===== config.mk =====
export PLATFORM = sky130hd
export DESIGN_NAME = stack_rpn_ctrl_flat
export DESIGN_NICKNAME = d
export VERILOG_FILES = /design/src/rtl/stack_rpn_ctrl_if.sv /design/src/rtl/stack_rpn_ctrl.sv /design/src/flat_wrapper.sv
export SDC_FILE = /design/constraint.sdc
export NUM_CORES = 1
export LEC_CHECK = 0
export BUFFER_PORTS_ARGS = -buffer_cell sky130_fd_sc_hd__buf_2
export CAP_MARGIN = 20
export CORE_MARGIN = 4
export CORE_UTILIZATION = 57
export CTS_BUF_LIST = sky130_fd_sc_hd__clkbuf_2 sky130_fd_sc_hd__clkbuf_4 sky130_fd_sc_hd__clkbuf_8
export DETAILED_ROUTE_END_ITERATION = 10
export GPL_TIMING_DRIVEN = 0
export PLACE_DENSITY = 0.82
export SLEW_MARGIN = 0
export SYNTH_ARGS = -nofsm -noshare
export SYNTH_HDL_FRONTEND = slang
export SYNTH_SLANG_ARGS = --single-unit

===== constraint.sdc =====
create_clock -name clk -period 2.3 [get_ports clk]
set_input_delay 0.345 -clock clk [delete_from_list [all_inputs] [get_ports clk]]
set_output_delay 0.345 -clock clk [all_outputs]
set_load 0.02 [all_outputs]

===== src/rtl/stack_rpn_ctrl_if.sv =====
`default_nettype none
// ============================================================================
// Module      : stack_rpn_ctrl_if
// Description : Operation request/response and stack-command bundle for the
//               RPN stack controller. The slave side is the controller; the
//               master side is the requester together with the attached stack.
// Revision    : 1.0 - initial release
// ============================================================================
interface stack_rpn_ctrl_if;
    logic       in_valid;
    logic       in_ready;
    logic [1:0] in_op;
    logic [3:0] in_data;
    logic       out_valid;
    logic [3:0] out_data;
    logic       err;
    logic [2:0] level;
    logic [1:0] s_command;
    logic [2:0] s_index;
    logic [3:0] s_i_data;
    logic [3:0] s_o_data;

    modport master (
        output in_valid, in_op, in_data, s_o_data,
        input  in_ready, out_valid, out_data, err, level,
               s_command, s_index, s_i_data
    );

    modport slave (
        input  in_valid, in_op, in_data, s_o_data,
        output in_ready, out_valid, out_data, err, level,
               s_command, s_index, s_i_data
    );
endinterface
`default_nettype wire


===== src/rtl/stack_rpn_ctrl.sv =====
`default_nettype none
// ============================================================================
// Module      : stack_rpn_ctrl
// Description : RPN calculator controller driving an attached stack
//               (LIT / ADD / SUB / PEEK). All outputs are registered.
//               Optional macro STACK_RPN_SAT_EN: ADD saturates at 15 and SUB
//               clamps at 0 instead of wrapping modulo 16.
// Revision    : 1.0 - initial release
// ============================================================================
module stack_rpn_ctrl #(
    parameter int DEPTH = 5
) (
    input  wire logic        clk,
    input  wire logic        reset,
    stack_rpn_ctrl_if.slave  bus
);

    typedef enum logic [2:0] {
        S_IDLE  = 3'd0,
        S_PUSH  = 3'd1,
        S_POP1  = 3'd2,
        S_POP2  = 3'd3,
        S_WAITB = 3'd4,
        S_GET   = 3'd5,
        S_WAITP = 3'd6
    } state_t;

    localparam logic [1:0] OP_LIT    = 2'b00;
    localparam logic [1:0] OP_ADD    = 2'b01;
    localparam logic [1:0] OP_SUB    = 2'b10;
    localparam logic [1:0] CMD_NOP   = 2'b00;
    localparam logic [1:0] CMD_PUSH  = 2'b01;
    localparam logic [1:0] CMD_POP   = 2'b10;
    localparam logic [1:0] CMD_GET   = 2'b11;
    localparam logic [2:0] LEVEL_MAX = 3'(DEPTH);

    state_t     r_state;
    logic       r_in_ready;
    logic       r_out_valid;
    logic [3:0] r_out_data;
    logic       r_err;
    logic [2:0] r_level;
    logic [1:0] r_s_command;
    logic [2:0] r_s_index;
    logic [3:0] r_s_i_data;
    logic       r_op_sub;
    logic [3:0] r_a;

    // B arrives on s_o_data in WAITB; A (former top) was captured in POP2.
    logic [4:0] w_sum;
    logic [4:0] w_diff;
    logic [3:0] w_result;

    assign w_sum  = {1'b0, bus.s_o_data} + {1'b0, r_a};
    assign w_diff = {1'b0, bus.s_o_data} - {1'b0, r_a};

`ifdef STACK_RPN_SAT_EN
    // Saturating arithmetic: carry clips to 15, borrow clips to 0.
    always_comb begin
        w_result = 4'h0;
        if (r_op_sub)
            w_result = w_diff[4] ? 4'h0 : w_diff[3:0];
        else
            w_result = w_sum[4] ? 4'hF : w_sum[3:0];
    end
`else
    // Wrapping arithmetic modulo 16.
    always_comb begin
        w_result = 4'h0;
        if (r_op_sub)
            w_result = w_diff[3:0];
        else
            w_result = w_sum[3:0];
    end
`endif

    // Controller FSM with registered outputs; pulses default low every cycle.
    always_ff @(posedge clk) begin
        if (reset) begin
            r_state     <= S_IDLE;
            r_in_ready  <= 1'b1;
            r_out_valid <= 1'b0;
            r_out_data  <= 4'h0;
            r_err       <= 1'b0;
            r_level     <= 3'd0;
            r_s_command <= CMD_NOP;
            r_s_index   <= 3'd0;
            r_s_i_data  <= 4'h0;
            r_op_sub    <= 1'b0;
            r_a         <= 4'h0;
        end else begin
            r_out_valid <= 1'b0;
            r_err       <= 1'b0;
            r_s_command <= CMD_NOP;
            case (r_state)
                S_IDLE: begin
                    if (bus.in_valid) begin
                        case (bus.in_op)
                            OP_LIT: begin
                                if (r_level == LEVEL_MAX) begin
                                    r_err <= 1'b1;
                                end else begin
                                    r_state     <= S_PUSH;
                                    r_in_ready  <= 1'b0;
                                    r_s_command <= CMD_PUSH;
                                    r_s_i_data  <= bus.in_data;
                                    r_out_valid <= 1'b1;
                                    r_out_data  <= bus.in_data;
                                    r_level     <= r_level + 3'd1;
                                end
                            end
                            OP_ADD, OP_SUB: begin
                                // Pops come before the push, so a full stack is fine.
                                if (r_level < 3'd2) begin
                                    r_err <= 1'b1;
                                end else begin
                                    r_state     <= S_POP1;
                                    r_in_ready  <= 1'b0;
                                    r_s_command <= CMD_POP;
                                    r_op_sub    <= (bus.in_op == OP_SUB);
                                    r_level     <= r_level - 3'd1;
                                end
                            end
                            default: begin
                                if (bus.in_data[2:0] >= r_level) begin
                                    r_err <= 1'b1;
                                end else begin
                                    r_state     <= S_GET;
                                    r_in_ready  <= 1'b0;
                                    r_s_command <= CMD_GET;
                                    r_s_index   <= bus.in_data[2:0];
                                end
                            end
                        endcase
                    end
                end
                S_POP1: begin
                    r_state     <= S_POP2;
                    r_s_command <= CMD_POP;
                    r_level     <= r_level - 3'd1;
                end
                S_POP2: begin
                    r_state <= S_WAITB;
                    r_a     <= bus.s_o_data;
                end
                S_WAITB: begin
                    r_state     <= S_PUSH;
                    r_s_command <= CMD_PUSH;
                    r_s_i_data  <= w_result;
                    r_out_valid <= 1'b1;
                    r_out_data  <= w_result;
                    r_level     <= r_level + 3'd1;
                end
                S_GET: begin
                    r_state <= S_WAITP;
                end
                S_WAITP: begin
                    r_state     <= S_IDLE;
                    r_in_ready  <= 1'b1;
                    r_out_valid <= 1'b1;
                    r_out_data  <= bus.s_o_data;
                end
                default: begin
                    r_state    <= S_IDLE;
                    r_in_ready <= 1'b1;
                end
            endcase
        end
    end

    assign bus.in_ready  = r_in_ready;
    assign bus.out_valid = r_out_valid;
    assign bus.out_data  = r_out_data;
    assign bus.err       = r_err;
    assign bus.level     = r_level;
    assign bus.s_command = r_s_command;
    assign bus.s_index   = r_s_index;
    assign bus.s_i_data  = r_s_i_data;

endmodule
`default_nettype wire


===== src/flat_wrapper.sv =====
// flat-port wrapper written by rule: the top's interface ports become plain ports
module stack_rpn_ctrl_flat 
#(
    parameter int DEPTH = 5
)
  (clk, reset, bus_in_valid, bus_in_op, bus_in_data, bus_s_o_data, bus_in_ready, bus_out_valid, bus_out_data, bus_err, bus_level, bus_s_command, bus_s_index, bus_s_i_data);
  stack_rpn_ctrl_if bus_i ();
  input  wire logic clk;
  input  wire logic reset;
  input wire logic [$bits(bus_i.in_valid)-1:0] bus_in_valid;
  input wire logic [$bits(bus_i.in_op)-1:0] bus_in_op;
  input wire logic [$bits(bus_i.in_data)-1:0] bus_in_data;
  input wire logic [$bits(bus_i.s_o_data)-1:0] bus_s_o_data;
  output wire logic [$bits(bus_i.in_ready)-1:0] bus_in_ready;
  output wire logic [$bits(bus_i.out_valid)-1:0] bus_out_valid;
  output wire logic [$bits(bus_i.out_data)-1:0] bus_out_data;
  output wire logic [$bits(bus_i.err)-1:0] bus_err;
  output wire logic [$bits(bus_i.level)-1:0] bus_level;
  output wire logic [$bits(bus_i.s_command)-1:0] bus_s_command;
  output wire logic [$bits(bus_i.s_index)-1:0] bus_s_index;
  output wire logic [$bits(bus_i.s_i_data)-1:0] bus_s_i_data;
  assign bus_i.in_valid = bus_in_valid;
  assign bus_i.in_op = bus_in_op;
  assign bus_i.in_data = bus_in_data;
  assign bus_i.s_o_data = bus_s_o_data;
  assign bus_in_ready = bus_i.in_ready;
  assign bus_out_valid = bus_i.out_valid;
  assign bus_out_data = bus_i.out_data;
  assign bus_err = bus_i.err;
  assign bus_level = bus_i.level;
  assign bus_s_command = bus_i.s_command;
  assign bus_s_index = bus_i.s_index;
  assign bus_s_i_data = bus_i.s_i_data;
  stack_rpn_ctrl #(.DEPTH(DEPTH)) u_core (.clk(clk), .reset(reset), .bus(bus_i));
endmodule

==> results.toml <==
[outcome]
status = "finished, final reports clean"

[sta]
rsz0062_at_grt = "false"
tightest_slew_ns = 0.483
finalHoldViolCount = 0
period_needed_ns = 2.14
finalSetupViolCount = 0
fin_setup_tns_ns = 0
fmax_mhz = 468
maxSlewHeadroom_pct = 67.8
hold_ws_ns = 0.256
finalCritPeriodShare_pct = 92.9
slew_viol_final = 0
finalClockSkew_ns = 0.00715
layout_setup_ws_ns = 0.164

[setup_path]
worstPathMaxFanout = 4
arrival_ns = 2.36
crit_required_ns = 2.52
ff2ff_path_depth = 8
crit_type = "flop to flop"
endpoint_kind = "flop"
critPathLaunchType = "flop"

[floorplan]
dieWidth_um = 61.5
io_pins = 32
start_util_pct = 59.2
core_area_um2 = 2760
rows = 19
dieArea_um2 = 3780
fp.dieH_um = 61.5

[yosys]
ys_warn_count = 0
yosys-top-cells-area = "dfxtp_1 (33%), ha_1 (11%), a211oi_1 (5.1%), nor2_1 (5.1%), a21oi_1 (4.9%)"
synth_commonest_cells = "dfxtp_1 (27), nor2_1 (22), inv_1 (18)"
yosysTopAreaCell = "dfxtp_1"
yosysMostFrequentCell = "dfxtp_1"
synth_top_area_share_pct = 33.1
synth_seq_area_share_pct = 33.1
synth-seq-cells = 27
synth_cell_types = 38
ys_async_sr_fraction_pct = 0
synthesis.area_um2 = 1630
synth_edf_count = 0
syn_avg_cell_area_um2 = 8.33
syn_inst = 196
synth_nets = 224
synthFlopType = "dfxtp_1"

[clock_network]
cts_tree = "yes"
cts_buffers = 3
root_buffer = "clkbuf_4"
clk_latency_ns = 0.33
hold_buffers = 0
clock_sinks = 27
clkTransAtPathRegs_ns = 0.15
cts_setup_buffers = 0
cts_resized = 0
clk_path_buf_depth = 2
htreeDepth = 1

[routing]
dr_total_vias = 1507
firstDrtPassIters = 4
drc_errors = 0
via_per_inst = 5.77
drt_wl_total_mm = 3.63
wl_per_cell_um = 13.9
drtIter0Drc = 65
antenna_left = 0

[placement]
dp_hpwl_mm = 2.92
pre_cts_ws_ns = 0.173
place_congestion = 0.933
port-buffer-count = 30
dp_cells = 257

[global_routing]
grt-busiest-layer = "met2"
grt_pass1_wl_mm = 5.91
overflow = 0
grtUsageTotal_pct = 20.8
antenna_found_initial = 0
grtUsageMet3_pct = 3.35
grt_pass1_vias = 1339
grt_max_degree = 17
grtUsageMet2_pct = 34.2
grt_use_met1_pct = 26.9

[flow_run]
cap_violations = 0

[power_and_ir_drop]
total_power_mw = 1.17
ir_drop_v = 0.000504
p_per_area_nw_per_um2 = 632
p_leak_nw = 0.849

[layout]
fillers = 245
area_growth_pct = 13.4
fin_nets = 259
stdcell_count = 261
diodes = 0
drive_gt1_share_pct = 19.6

[worst_hold_path]
hold_class = "input pin to flop"
min_path_cells = 3
-- flip-flops by register name (all words and copies together) (netlist names) --
register / flops
u_core.bus.s_i_data: 4
u_core.bus.err: 1
u_core.bus.s_command: 2
u_core.bus.level: 3
u_core.bus.out_valid: 1
u_core.r_a: 4
u_core.r_state: 3
u_core.bus.out_data: 4
u_core.bus.s_index: 3
u_core.r_op_sub: 1
u_core.bus.in_ready: 1
-- per-layer routing --
metal,vias to the layer above,share of wire (%)
li1,752,-
met1,695,45
met2,53,47
met3,7,6.3
met4,0,2.3
met5,-,0
-- power by group --
group          leakage (nW)  switching [mW]  internal [mW]
logic                 0.615           0.254          0.163
clock network        0.0139           0.146         0.0667
registers             0.220          0.0305          0.509
total                 0.849           0.431          0.738
-- cells in the final DEF (no fill, tap or decap), drive strengths merged --
cell type  instances
o31a               1
xor2               1
and2               3
nor3b              1
nand3              8
a21boi             1
o2111ai            1
o211ai             3
a21o               4
mux2i              6
a211oi            11
ha                14
o21ai              5
nor2b              2
nand3b             1
a311oi             1
dfxtp             27
nand4              1
xnor2              5
clkbuf             9
a22oi              1
a31oi              3
fa                 1
clkinvlp           1
nand2             15
inv               18
buf               32
nor3               6
a21oi             16
o211a              1
o31ai              1
nand2b             1
a2111o             1
nor2              22
mux2               6
-- kinds of logic (layout without fill, tap and decap cells) --
kind of cell / after synthesis / in the layout / share of synthesized area [%]
xor+xnor: 6 / 6 / 3.22
mux: 12 / 12 / 7.82
fa+ha+maj: 15 / 15 / 12.0
compound gates: 50 / 50 / 20.2
buf+inv: 26 / 60 / 6.51
simple gates: 60 / 60 / 17.2
flops: 27 / 27 / 33.1
-- worst paths after layout --
path / start / endpoint / slack [ns]
hold / removal: bus_in_data[0] / u_core.bus.s_index[0]$_SDFFE_PP0P_ / 0.26
hold reg to reg: u_core.r_a[3]$_SDFFE_PP0P_ / u_core.r_a[3]$_SDFFE_PP0P_ / 0.48
setup reg to reg: u_core.r_a[0]$_SDFFE_PP0P_ / u_core.bus.out_data[2]$_SDFFE_PP0P_ / 0.16
setup / recovery: u_core.r_a[0]$_SDFFE_PP0P_ / u_core.bus.out_data[2]$_SDFFE_PP0P_ / 0.16
-- worst max-delay path, stage by stage (launching register included) --
cell	delay [ns]
dfxtp_1	0.42
inv_1	0.06
ha_1	0.28
mux2_2	0.29
fa_1	0.41
xor2_1	0.23
nor2_1	0.06
a211oi_1	0.20
a211oi_1	0.08
-- final cells by class --
cell class	count	area, um2	area share, %
repair buffers	30	150	8.11
clock inverters	1	7.51	0.405
inverters	18	67.6	3.65
well taps	31	38.8	2.09
flip-flops and latches	27	541	29.2
plain buffers	8	38.8	2.09
multi-input cells	143	986	53.2
clock buffers	3	22.5	1.22
-- stage by stage --
stage | utilization [%] | area [um2]
after floorplan | - | 1630
after global placement | 66.1 | 1820
after detailed placement | 66.1 | 1820
after CTS | 67.2 | 1850
after global routing | 67.2 | 1850
final | 67.2 | 1850
Note: power is estimated with default switching activity, not from simulation.
